`src/rtl/eeprom_spi_ctrl.sv`:
```
// SPI mode-0 master sequencing single-byte EEPROM reads/writes (WREN, READ/WRITE frames).
// Define EEPROM_WIP_POLL_EN to add RDSR polling of the WIP bit after each write.
module eeprom_spi_ctrl #(
    parameter int CLK_DIV    = 4,
    parameter int ADDR_W     = 16,
    parameter int CS_HOLD    = 2,
    parameter int POLL_LIMIT = 255
) (
    input  logic              clock,
    input  logic              reset,
    input  logic              cmd_valid,
    output logic              cmd_ready,
    input  logic              cmd_write,
    input  logic [ADDR_W-1:0] cmd_addr,
    input  logic [7:0]        cmd_wdata,
    output logic              rsp_valid,
    output logic [7:0]        rsp_rdata,
    output logic              rsp_err,
    output logic              eeprom_cs,
    output logic              eeprom_cclk,
    output logic              eeprom_so,
    input  logic              eeprom_si
);

    localparam int FRAME_W = 16 + ADDR_W;
    localparam int DIV_W   = $clog2(CLK_DIV + 1);
    localparam int BIT_W   = $clog2(FRAME_W + 1);
    localparam int GAP_W   = $clog2(CS_HOLD + 1);

    if (CLK_DIV < 1 || ADDR_W < 8 || (ADDR_W % 8) != 0 || CS_HOLD < 1 || POLL_LIMIT < 1) begin : g_param_check
        $error("eeprom_spi_ctrl: illegal parameter set");
    end

    typedef enum logic [2:0] {
        S_IDLE,
        S_WREN,
        S_GAP,
        S_XFER,
`ifdef EEPROM_WIP_POLL_EN
        S_POLL,
`endif
        S_RESP
    } state_t;

    state_t              state, state_nxt, prev;
    logic                wr_q;
    logic [ADDR_W-1:0]   addr_q;
    logic [7:0]          wdata_q;
    logic [FRAME_W-1:0]  shreg, shifted;
    logic                miso_bit;
    logic                sck;
    logic [DIV_W-1:0]    div_cnt;
    logic [BIT_W-1:0]    bit_cnt, frame_len;
    logic [GAP_W-1:0]    gap_cnt;
    logic [7:0]          hold_rdata;
    logic                in_frame, nxt_frame, frame_done, gap_done, load_frame;
`ifdef EEPROM_WIP_POLL_EN
    localparam int PW = $clog2(POLL_LIMIT + 1);
    logic [PW-1:0]       poll_cnt;
`endif

    always_comb begin
        in_frame  = (state == S_WREN) || (state == S_XFER);
        nxt_frame = (state_nxt == S_WREN) || (state_nxt == S_XFER);
        frame_len = BIT_W'(8);
        case (state)
            S_XFER:  frame_len = BIT_W'(FRAME_W);
`ifdef EEPROM_WIP_POLL_EN
            S_POLL:  frame_len = BIT_W'(16);
`endif
            default: frame_len = BIT_W'(8);
        endcase
`ifdef EEPROM_WIP_POLL_EN
        in_frame  = in_frame || (state == S_POLL);
        nxt_frame = nxt_frame || (state_nxt == S_POLL);
`endif
        // a frame ends on the SCK falling edge of its last bit
        frame_done = in_frame && sck && (div_cnt == DIV_W'(CLK_DIV - 1))
                     && (bit_cnt == frame_len - 1'b1);
        gap_done   = (state == S_GAP) && (gap_cnt == GAP_W'(CS_HOLD - 1));
        load_frame = nxt_frame && (state_nxt != state);
        shifted    = {shreg[FRAME_W-2:0], miso_bit};
    end

    always_ff @(posedge clock or negedge reset) begin
        if (!reset) state <= S_IDLE;
        else        state <= state_nxt;
    end

    always_comb begin
        state_nxt = state;
        case (state)
            S_IDLE: if (cmd_valid) state_nxt = cmd_write ? S_WREN : S_XFER;
            S_GAP: begin
                if (gap_done) begin
                    case (prev)
                        S_WREN: state_nxt = S_XFER;
`ifdef EEPROM_WIP_POLL_EN
                        S_XFER: state_nxt = wr_q ? S_POLL : S_RESP;
                        S_POLL: state_nxt = (!hold_rdata[0] || poll_cnt == PW'(POLL_LIMIT))
                                            ? S_RESP : S_POLL;
`endif
                        default: state_nxt = S_RESP;
                    endcase
                end
            end
            S_RESP: state_nxt = S_IDLE;
            default: if (frame_done) state_nxt = S_GAP;
        endcase
    end

    always_comb begin
        cmd_ready   = (state == S_IDLE);
        rsp_valid   = (state == S_RESP);
        eeprom_cs   = !in_frame;
        eeprom_cclk = in_frame && sck;
        eeprom_so   = in_frame && shreg[FRAME_W-1];
    end

    always_ff @(posedge clock or negedge reset) begin
        if (!reset) begin
            prev       <= S_IDLE;
            wr_q       <= 1'b0;
            addr_q     <= '0;
            wdata_q    <= '0;
            shreg      <= '0;
            miso_bit   <= 1'b0;
            sck        <= 1'b0;
            div_cnt    <= '0;
            bit_cnt    <= '0;
            gap_cnt    <= '0;
            hold_rdata <= '0;
            rsp_rdata  <= '0;
            rsp_err    <= 1'b0;
`ifdef EEPROM_WIP_POLL_EN
            poll_cnt   <= '0;
`endif
        end else begin
            if (state == S_IDLE && cmd_valid) begin
                wr_q       <= cmd_write;
                addr_q     <= cmd_addr;
                wdata_q    <= cmd_wdata;
                hold_rdata <= '0;
`ifdef EEPROM_WIP_POLL_EN
                poll_cnt   <= '0;
`endif
            end
            if (load_frame) begin
                sck     <= 1'b0;
                div_cnt <= '0;
                bit_cnt <= '0;
                shreg   <= '0;
                case (state_nxt)
                    // XFER straight from IDLE is always a read; from GAP it is the write frame
                    S_XFER: shreg <= (state == S_IDLE) ? {8'h03, cmd_addr, cmd_wdata}
                                                       : {8'h02, addr_q, wdata_q};
                    S_WREN: shreg[FRAME_W-1 -: 8] <= 8'h06;
`ifdef EEPROM_WIP_POLL_EN
                    S_POLL: shreg[FRAME_W-1 -: 8] <= 8'h05;
`endif
                    default: ;
                endcase
            end else if (in_frame) begin
                if (div_cnt == DIV_W'(CLK_DIV - 1)) begin
                    div_cnt <= '0;
                    sck     <= ~sck;
                    if (!sck) begin
                        miso_bit <= eeprom_si;
                    end else begin
                        shreg   <= shifted;
                        bit_cnt <= bit_cnt + 1'b1;
                    end
                end else begin
                    div_cnt <= div_cnt + 1'b1;
                end
            end
            if (frame_done) begin
                prev    <= state;
                gap_cnt <= '0;
                if (state == S_XFER && !wr_q) hold_rdata <= shifted[7:0];
`ifdef EEPROM_WIP_POLL_EN
                if (state == S_POLL) begin
                    hold_rdata <= shifted[7:0];
                    poll_cnt   <= poll_cnt + 1'b1;
                end
`endif
            end else if (state == S_GAP) begin
                gap_cnt <= gap_cnt + 1'b1;
            end
            if (state_nxt == S_RESP && state != S_RESP) begin
                rsp_rdata <= hold_rdata;
`ifdef EEPROM_WIP_POLL_EN
                rsp_err   <= (prev == S_POLL) && hold_rdata[0];
`else
                rsp_err   <= 1'b0;
`endif
            end
        end
    end

endmodule

```
`config.mk`:
```
export PLATFORM = sky130hd
export DESIGN_NAME = eeprom_spi_ctrl
export DESIGN_NICKNAME = d
export VERILOG_FILES = /design/src/rtl/eeprom_spi_ctrl.sv
export SDC_FILE = /design/constraint.sdc
export NUM_CORES = 1
export LEC_CHECK = 0
export ABC_AREA = 1
export CAP_MARGIN = 20
export CORE_UTILIZATION = 40
export DETAILED_ROUTE_END_ITERATION = 7
export GPL_TIMING_DRIVEN = 0
export SLEW_MARGIN = 25
export SYNTH_ARGS = -nofsm -noshare
export SYNTH_HDL_FRONTEND = slang
export SYNTH_SLANG_ARGS = --single-unit
```
`constraint.sdc`:
```
create_clock -name clock -period 2 [get_ports clock]
set_clock_uncertainty 0.1 [all_clocks]
set_input_delay 0.4 -clock clock [delete_from_list [all_inputs] [get_ports clock]]
set_output_delay 0.4 -clock clock [all_outputs]
set_load 0.03 [all_outputs]
```
# [Word-level counts from Yosys, hierarchy flattened]
# Index checks and enable logic that the tools add are counted.
# Widths: inputs -> output; s select.
[classes] addsub=4 n_eq_ne=13 muxes=29 bitwise_logic=2 n_reduce_logical=21
[ops] cell="$mux 32" n=4
[ops] cell="$mux 6" n=5
[ops] cell="$mux 25" n=1
[ops] cell="$mux 24" n=1
[ops] cell="$mux 8" n=3
[ops] cell="$mux 3" n=7
[ops] cell="$eq 3x2->1 const B" n=4
[ops] cell="$eq 3x1->1 const B" n=3
[ops] cell="$logic_and 1x1->1" n=9
[ops] cell="$pmux 3 s3" n=1
[ops] cell="$reduce_bool 2->1" n=4
[ops] cell="$add 6x1->6 const B" n=1
[ops] cell="$eq 3x3->1 const B" n=2
[ops] cell="$eq 6x6->1" n=1
[ops] cell="$mux 2" n=3
[ops] cell="$pmux 3 s2" n=1
[ops] cell="$sub 6x1->6 const B" n=1
[ops] cell="$reduce_and 4->1" n=1
[ops] cell="$add 3x1->3 const B" n=1
[ops] cell="$logic_not 3->1" n=1
[ops] cell="$mux 1" n=3
[ops] cell="$ne 3x3->1" n=1
[ops] cell="$ne 3x3->1 const B" n=1
[ops] cell="$reduce_and 3->1" n=1
[ops] cell="6 further kinds" n=9
[totals] register_bits=92 output_inout_bits=14 wordCells=82

# [Logic depth before layout (Yosys ltp)]
# Gate-level depths: netlist of run 1.
[logic_depth] word_depth=12 depth_mapped=12 mapped_depth_nobuf=10

# [Least setup slack after synthesis of run 1]
# No wires, ideal clock.
[synth_path] path_kind="register to register" start="reg state[0]" end="reg shreg[23]" setup_time_ps=77 arrival_ps=2009 required_ps=1823 slack_ps=-186 stages_incl_launch_ff=8 n_path_buf=2 period_less_slack_ps=2186 cell_sequence="dfrtp_1 -> buf_4 -> nor3_1 -> o21ai_1 -> a21oi_4 -> buf_6 -> nand3_1 -> a21oi_1"
[synth_lines] item="from (decl)" line_no="45" rtl="state_t state, state_nxt, prev;"
[synth_lines] item="from (signal assigned)" line_no="87" rtl="else state <= state_nxt;"
[synth_lines] item="$eq 3x3->1 *"
[synth_lines] item="via rsp_valid" line_no="16" rtl="output logic rsp_valid,"
[synth_lines] item="$pmux 3 s3 *" line_no="92" rtl="case (state)"
[synth_lines] item="via state_nxt[2]" line_no="45"
[synth_lines] item="$eq 3x1->1 or $eq 3x2->1 (tied branches)" line_no="64, 153"
[synth_lines] item="$logic_or 1x1->1" line_no="64" rtl="nxt_frame = (state_nxt == S_WREN) || (state_nxt == S_XFER);"
[synth_lines] item="$logic_and 1x1->1" line_no="81" rtl="load_frame = nxt_frame && (state_nxt != state);"
[synth_lines] item="$reduce_bool 2->1 (no line)"
[synth_lines] item="$reduce_and 3->1 (no line)"
[synth_lines] item="to (signal assigned)" line_no="155" rtl="S_XFER: shreg <= (state == S_IDLE) ? {8'h03, cmd_addr, cmd_wdata}"
[synth_lines] item="to (signal assigned)" line_no="170" rtl="shreg <= shifted;"
[synth_lines] item="to (decl)" line_no="49" rtl="logic [FRAME_W-1:0] shreg, shifted;"
# Mark *: on every way through the listed nets, which the timed path passes. The rest lies on a longest branch.
# A chain may end at the register's enable or synchronous reset.

# [Final worst setup path of run 1]
[layout_path] start="reg state[0]" end="out cmd_ready"
[layout_between] elab_chain_cells=1
[layout_rtl] item="$logic_not 3->1" line_no="113" rtl="cmd_ready = (state == S_IDLE);"
[layout_rtl] item="to (decl)" line_no="12" rtl="output logic cmd_ready,"
# No other way between the ends.

==> summary.md, run 1 <==
| Metric | Value |
|---|---|
| Core ar. | 10400 um2 |
| Vias per cell | 4.90 |
| Drc violations | 0 |
| Vias in the first global route | 3399 |
| CP Launch Type | register |
| Fraction of registers with async set/reset | 1.00 |
| Rows | 37 |
| Placed Cells incl. Taps | 673 |
| Yosys top cell by area | dfrtp_1 |
| Share of post-route cells with drive strength above 1 | 0.196 |
| Layout area overhead | 26.4% |
| # diodes | 0 |
| CP endpoint kind | output pin |
| Buf/Inv on CP | 3 |
| Flops & latches, synth | 92 |
| Post-synthesis sequential area ratio | 0.535 |
| Fill cells | 989 |
| RSZ-0062 raised after global routing | true |
| Initial antenna violation count | 0 |
| TritonCTS Buffers | 9 |
| CTS tree | done |
| I/O pin cnt | 43 |
| WL/cell | 13.3 um |
| Multi-input gate area | 1730 um2 |
| Post-Synthesis Cells | 495 |
| CP required | 1500 ps |
| Slowest CP cell | dfrtp_1 |
| Register area | 2300 um2 |
| Crit path max-delay family | buffers and inverters |
| Final WL | 9390 um |
| Syn_area_per_cell | 8.69 um2 |
| Congestion Overflow GR | 0 |
| Clk root buf | clkbuf_8 |
| Total Routing Usage GR | 0.179 |
| Peak VDD IR | 385 uV |
| Worst-Margin Slew | 510 ps |
| Max-cap violations | 0 |
| Grt peak-use layer | met2 |
| Starting Density | 0.415 |
| F_max | 508 MHz |
| Synth top area cells | dfrtp_1, o21ai_0, nand2_1, inv_1, nand3_1 |
| HPWL after DPL | 6360 um |
| Max FO, Critical Path | 8 |
| Kind of critical path | reg -> out |
| Die ar. | 11200 um2 |
| # port buffers | 41 |
| Rel. slew slack | 0.660 |
| Grt met1 use | 0.251 |
| Clock Pin Slew Worst Setup and Hold Paths | 90 ps |
| Htree depth | 3 |
| PwrDens | 671 nW/um2 |
| Clock Latency Late Sink | 360 ps |
| Arrival time worst endpoint | 1470 ps |
| Die width | 106 um |
| Met3 Use GR | 0.0291 |
| EDFF count, synth | 0 |
| DRT iter0 DRCs | 167 |
| CP peak stage delay | 380 ps |
| Global-route wire length before repair | 15900 um |
| Final min period | 1970 ps |
| Chip height | 106 um |
| Sink Count | 92 |
| Pin count of the biggest net entering global routing | 68 |
| Final hold vios | 0 |
| # nets final | 594 |
| Most numerous cell in the Yosys netlist | dfrtp_1 |
| Post-route antenna net violation count | 0 |
| Total power | 3.65 mW |
| Leak Pwr | 2.46 nW |
| Global placement routability congestion | 0.779 |
| Post-Synthesis Net Count | 527 |
| HP Class | in -> async |
| WHS | 357 ps |
| Met2 Use GR | 0.282 |
| Synth warn | 0 |
| Detailed Routing Iterations Pass 1 | 4 |
| Fin crit share | 0.984 |
| Post-Synthesis Cell Area | 4300 um2 |
| Clock Tree Buf Depth | 2 |
| Post-synth top flop | dfrtp_1 |
| Most frequent cells after synthesis | dfrtp_1, o21ai_0, nand2_1, inv_1, nor2_1 |
| Distinct cells, synth | 38 |
| Setup violators final | 0 |
| Setup_tns | 0 ps |
| Fin cells | 703 |
| Status | completed |
| Slew Viols, Final | 0 |
| Sequence of cells on the critical path | buf_6 > inv_2 > nand2_2 > nor2_4 > buf_2 |
| Via count | 3448 |
| Share of the synthesized area in the top cell type | 0.535 |
cell families (layout without fill, tap and decap cells):
group	Yosys count	count (layout)	synth area share
AND/OR/NAND/NOR	173	173	0.182
AO/OA/AOI/OAI	129	129	0.159
flip-flops	92	92	0.535
buffers and inverters	87	159	0.0893
multiplexers	8	8	0.0209
adder cells (fa/ha/maj)	3	3	0.00873
XOR/XNOR	2	2	0.00407
other	1	1	0.000872
layout by cell type, fill, tap and decap left out, types with 2 or more instances in the layout:
cell type,n
or2_2,3
clkdlybuf4s50_1,35
nor2_4,8
bufinv_16,4
mux2_2,8
o21ai_1,7
buf_2,7
o21ai_0,74
buf_6,10
nand2_2,4
nor2_2,3
ha_2,2
dfrtp_2,2
nand2_4,3
buf_4,16
inv_1,54
clkbuf_8,9
nor2_1,38
dfrtp_1,90
a21oi_2,3
clkbuf_2,6
inv_6,2
clkbuf_1,5
nand3_1,37
buf_8,2
nand3_2,3
a211oi_1,2
o22ai_1,4
inv_2,5
o21ai_2,4
a21oi_1,28
nand2_1,69
power by group:
part           internal [mW]  switching [mW]
combinational         0.0637          0.0645
sequential              1.87         0.00571
clock                  0.967           0.682
total                   2.90           0.752
metal layers:
layer	up-vias	wire length (um)
li1	1750	-
met1	1641	4710
met2	52	4270
met3	5	339
met4	0	61
met5	-	0
path summary, 6_finish.rpt:
path	from	endpoint	slack, ps	cells past startpoint
max	state[0]	cmd_ready	30	5
min	reset	div_cnt[2]	360	2
max reg2reg	gap_cnt[0]	shreg[15]	80	10
min reg2reg	wdata_q[3]	wdata_q[3]	390	2
max in group asynchronous	reset	state[2]	840	3
min in group clock	wdata_q[3]	wdata_q[3]	390	2
sequential cells by signal (all words and copies together), names as in the netlist:
signal	cells
wr_q	1
state	3
hold_rdata	8
shreg	32
sck	1
miso_bit	1
gap_cnt	2
addr_q	16
rsp_rdata	8
prev	3
div_cnt	3
wdata_q	8
bit_cnt	6
stage by stage:
step	util	instance area, um2	setup slack [ps]
4_1_cts	0.507	5260	13.3
5_1_grt	0.524	5440	-31.6
3_3_place_gp	0.472	4890	-3010
3_5_place_dp	0.475	4920	-175
6_report	0.524	5440	32.7
2_1_floorplan	-	4310	115
timing repair:
action                                  4_1_cts  5_1_grt
buffers inserted                              6        5
hold buffers                                  1        0
pin swaps                                     5        9
gates cloned                                  0        2
endpoints found under the setup margin       43       65
hold endpoints to repair                     25        0
gates resized for setup                      29       63
cell type report:
cell class | count | share of cell area
clock inverters | 7 | 0.0269
repair buffers | 56 | 0.0966
clock buffers | 9 | 0.0228
flip-flops and latches | 92 | 0.424
plain buffers | 27 | 0.0384
inverters | 60 | 0.0419
multi-input cells | 316 | 0.318
well taps | 136 | 0.0313
No activity file was read; power rests on OpenSTA's default activity.
==> run 2: changes to the inputs <==
Settings changed: RECOVER_POWER set to 50.
==> run 2 against run 1 <==
Final cell count is the same. Clock power about the same. Sequential share of layout area grew 0.20 points. Largest power group unchanged. Cell area decreased by 0.46%. First-iteration DRC count is 1.2% higher. Routed wire length barely moved. Critical endpoint unchanged.
==> summary.md, run 2 (same netlist as run 1, synthesis figures left out) <==
| Metric | Value |
|---|---|
| Clock Latency Late Sink | 360 ps |
| # nets final | 594 |
| HPWL after DPL | 6360 um |
| Clock Tree Buf Depth | 2 |
| Internal power | 2.89 mW |
| Crit Reg-Reg Startpoint | gap_cnt[0] |
| Arrival time worst endpoint | 1460 ps |
| Layout area overhead | 25.8% |
| Buf/Inv on CP | 3 |
| Final WL | 9380 um |
| Multi-input gate area | 1730 um2 |
| Kind of critical path | reg -> out |
| CP Launch Type | register |
| Drc violations | 0 |
| Sequential share of power | 0.514 |
| Pin count of the biggest net entering global routing | 68 |
| CP endpoint kind | output pin |
| Htree depth | 3 |
| Slowest CP cell | dfrtp_1 |
| F_max | 509 MHz |
| Rows | 37 |
| Chip height | 106 um |
| CTS tree | done |
| WHS Path Cells | 2 |
| Grt peak-use layer | met2 |
| Total Routing Usage GR | 0.179 |
| PwrDens | 672 nW/um2 |
| TritonCTS Buffers | 9 |
| Leak Pwr | 2.45 nW |
| DP Area | 4920 um2 |
| Final hold vios | 0 |
| Detailed Routing Iterations Pass 1 | 4 |
| Clock Pin Slew Worst Setup and Hold Paths | 90 ps |
| Grt met1 use | 0.251 |
| Setup violators final | 0 |
| Met3 Use GR | 0.0291 |
| Initial antenna violation count | 0 |
| Rel. slew slack | 0.574 |
| Final Util | 0.522 |
| Biggest regs | shreg (32), addr_q (16) |
| Post-route antenna net violation count | 0 |
| Via count | 3449 |
| Peak VDD IR | 384 uV |
| Final min period | 1960 ps |
| Max FO, Critical Path | 8 |
| Commonest non-fill, non-tap cells in the layout | dfrtp_1, o21ai_0, nand2_1, inv_1, nor2_1 |
| Comb pwr share | 0.034 |
| Share of post-route cells with drive strength above 1 | 0.194 |
| Slew Viols, Final | 0 |
| Die ar. | 11200 um2 |
| Core ar. | 10400 um2 |
| HP Start | wdata_q[3] |
| Sink Count | 92 |
| Met2 Use GR | 0.282 |
| Max-cap violations | 0 |
| Crit path from | state[0] |
| Max reg flops | 32 |
| Largest Register | shreg |
| WHS | 390 ps |
| Commonest non-fill, non-tap cell in the layout | dfrtp_1 |
| Final WS setup | 36.0 ps |
| Sequence of cells on the critical path | buf_6 > inv_2 > nand2_2 > nor2_4 > buf_2 |
| CP peak stage delay | 380 ps |
| Congestion Overflow GR | 0 |
| Global placement routability congestion | 0.779 |
| Clk network pwr share | 0.452 |
| Switching share of total power | 0.206 |
| Vias in the first global route | 3399 |
| Place WS | -175 ps |
| Status | completed |
| Starting Density | 0.415 |
| Register area | 2300 um2 |
| DRT iter0 DRCs | 169 |
| Final Instance Area | 5410 um2 |
| Global-route wire length before repair | 15900 um |
| Fill cells | 994 |
| Sw Pwr | 748 uW |
| Fin crit share | 0.982 |
| Crit path max-delay family | buffers and inverters |
| Die width | 106 um |
| HP Class | reg -> reg |
| I/O pin cnt | 43 |
| Total power | 3.64 mW |
| Reg2reg path depth | 10 |
| # port buffers | 41 |
| RSZ-0062 raised after global routing | true |
| CP Depth | 5 |
| Clk root buf | clkbuf_8 |
| Vias per cell | 4.91 |
| CP required | 1500 ps |
| WL/cell | 13.3 um |
| Worst-Margin Slew | 639 ps |
| # diodes | 0 |
## run 2: per-stage QoR
step	std cells	setup TNS (ps)
2_1_floorplan	495	0
3_3_place_gp	672	-281220
3_5_place_dp	673	-4690
4_1_cts	696	0
5_1_grt	703	-109
6_report	703	0
## run 2: per-layer routing
metal  vias to the layer above  part of all wire
li1                       1749                 -
met1                      1644              0.50
met2                        52              0.46
met3                         4             0.033
met5                         -                 0
met4                         0            0.0069
## run 2: worst min-delay path, stage by stage, from the launching register on
cell     delay [ps]
dfrtp_1         350
nand2_1          50
o21ai_0          60
## run 2: final timing paths
path / endpoint / slack (ps)
worst min register to register: wdata_q[3] / 390
min in group asynchronous: div_cnt[2] / 490
worst max-delay path: cmd_ready / 40
worst max register to register: shreg[15] / 80
max in group asynchronous: state[2] / 270
worst min-delay path: wdata_q[3] / 390
## run 2: layout make-up
| class | instances | area share |
|---|---|---|
| Timing Repair Buffer | 56 | 0.0929 |
| Sequential cell | 92 | 0.426 |
| Buffer | 27 | 0.0386 |
| Clock inverter | 7 | 0.0270 |
| Inverter | 60 | 0.0421 |
| Clock buffer | 9 | 0.0229 |
| Tap cell | 136 | 0.0314 |
| Multi-Input combinational cell | 316 | 0.319 |
## run 2: power by group through the flow
stage	logic (mW)	registers, mW	clock network [mW]
after global routing	0.141	1.87	1.76
after floorplan	0.0234	1.91	0
after CTS	0.130	1.87	1.69
final	0.122	1.87	1.65
after global placement	0.120	1.91	0
after detailed placement	0.128	1.91	0
## run 2: repair_timing
item                                    4_1_cts  5_1_grt
hold buffers                                  1        0
buffers inserted                              6        5
hold endpoints to repair                     25        0
cloned                                        0        2
gates resized for setup                      29       63
endpoints found under the setup margin       43       65
pin swaps                                     5        9
==> patch: new RTL, flow settings as in run 1 <==
Add a define of `EEPROM_WIP_POLL_EN`.
--- a/src/rtl/eeprom_spi_ctrl.sv
+++ b/src/rtl/eeprom_spi_ctrl.sv
@@ -2,2 +2,4 @@
 // Define EEPROM_WIP_POLL_EN to add RDSR polling of the WIP bit after each write.
+`define EEPROM_WIP_POLL_EN
+
 module eeprom_spi_ctrl #(
Formal check against the unedited RTL: no difference found for any inputs over 10 cycles, from zero or initial values and one cycle with reset low; that may be too few to reach the edited logic, so the function may still have changed.
==> patch against run 1 <==
Area after synthesis rose by 24%; sequential cell count rose by 9; the run now ends with setup timing left; routed wire length rose by 38%; first-iteration DRC count rose by 19%; die area rose by 23%; final area rose by 32%; setup slack got worse by 0.36 ns.
Power is not compared: it rests on default switching activity, and its combinational part moved more than twofold at a synthesized area within 25%.
==> patch: results (changes against run 1) <==
Cell Area, Placed=0.006047 mm^2 (+23%); worst hold path class=reg -> reg; total negative setup slack=-14.35 ns (-14.35 ns); placed cells=918 (+36%); Arr. time, crit path=2.48 ns (+1.01 ns); first-pass GRT wire length=22130 um (+39%); root buffer cell=clkbuf_16; filler cell count=1171 (+18%); # clk buffers=10 (+1); failing checks=setup timing; Buffers excl. clock=123 (+48%); Multi-input comb cells=453 (+43%); final RePlAce weighted congestion=0.8057 (+3.5%); Non-clk invs=117 (+95%); Worst Setup SP=state[1]$_DFF_PN0_; drt initial violations=198 (+19%); worst slew pin tran=0.6234 ns (+0.1135 ns); clock buffer depth=2 (unchanged); flop-to-flop setup slack=-0.33 ns (-0.41 ns); Sinks on Clock Net=101 (+9.8%); Tot GR Track Use=19.91% (+2.0 points); FF-to-FF End=shreg[16]$_DFFE_PN0P_; Worst Path Max Fanout=7 (-1); Non-Filler Instances=982 (+40%); Endpoint, Worst Hold=addr_q[2]$_DFFE_PN0P_; post_cts resized=114 (+290%); total number of vias=4732 (+37%); CTS clk-pin slew, worst paths=0.07 ns (-0.02 ns); largest net degree at the start of global routing=62 (-8.8%); Hold WS=0.3893 ns (+0.03279 ns); final setup violation count=62 (+62); number of nets in the layout=838 (+41%); mapped cell area=0.005319 mm^2 (+24%); reg2reg path depth=17 (+7); min setup slack post-route=-0.3279 ns (-0.3605 ns); Syn Nets=736 (+40%); sequential share of the synthesized area=47.52% (-6.0 points); Final non-clock buffer share=16.00% (+2.5 points); Mean Syn Cell Area=7.566 um^2 (-13%); Place WS=-0.6366 ns (-0.4612 ns); Final Cell Area=0.007154 mm^2 (+32%); I/O Buffers=42 (+2.4%); fraction of layout cells with a size suffix above 1=22.84% (+3.3 points); outcome=finished, violations left; Detailed Place HPWL=8513 um (+34%); Slowest cell on crit path=dfrtp_2; CP max stage delay=0.48 ns (+0.10 ns); clock network area share=3.935% (-1.0 points); top post-synthesis cells by area=dfrtp_1, nand2_1, inv_1; Distinct cells, synth=35 (-7.9%); DR WL/cell=13.18 um (-1.2%); cell class contributing the biggest share of worst-path delay=simple AND/OR/NAND/NOR gates; crit end category=flip-flop; sequential share of cell area=35.36% (-7.0 points); commonest cells in the netlist=nand2_1, inv_1, dfrtp_1
patch: cell count changes in the layout (fill, tap and decap cells not counted), moves of 8 or more:
cell | run 1 | this run
a21oi_1 | 28 | 2
buf_4 | 16 | 38
buf_6 | 10 | 22
clkbuf_1 | 5 | 13
clkbuf_16 | 0 | 9
clkbuf_8 | 9 | 1
dfrtp_1 | 90 | 99
inv_1 | 54 | 109
nand2_1 | 69 | 201
nand2_2 | 4 | 21
nand3_1 | 37 | 60
nand3_2 | 3 | 15
nor2_1 | 38 | 11
o21ai_0 | 74 | 61
patch: metal layers:
metal / share of wire [%] / GRT usage, %
met1: 47 / 26.10
met2: 48 / 32.03
met3: 3.3 / 2.870
met4: 2.4 / 10.06
met5: 0 / 0
patch: kinds of logic after synthesis:
group	share of synthesized area, %
simple gates	28.86
buf+inv	11.43
flops	47.52
compound gates	8.492
mux	2.094
xor+xnor	0.6586
fa+ha+maj	0.9410
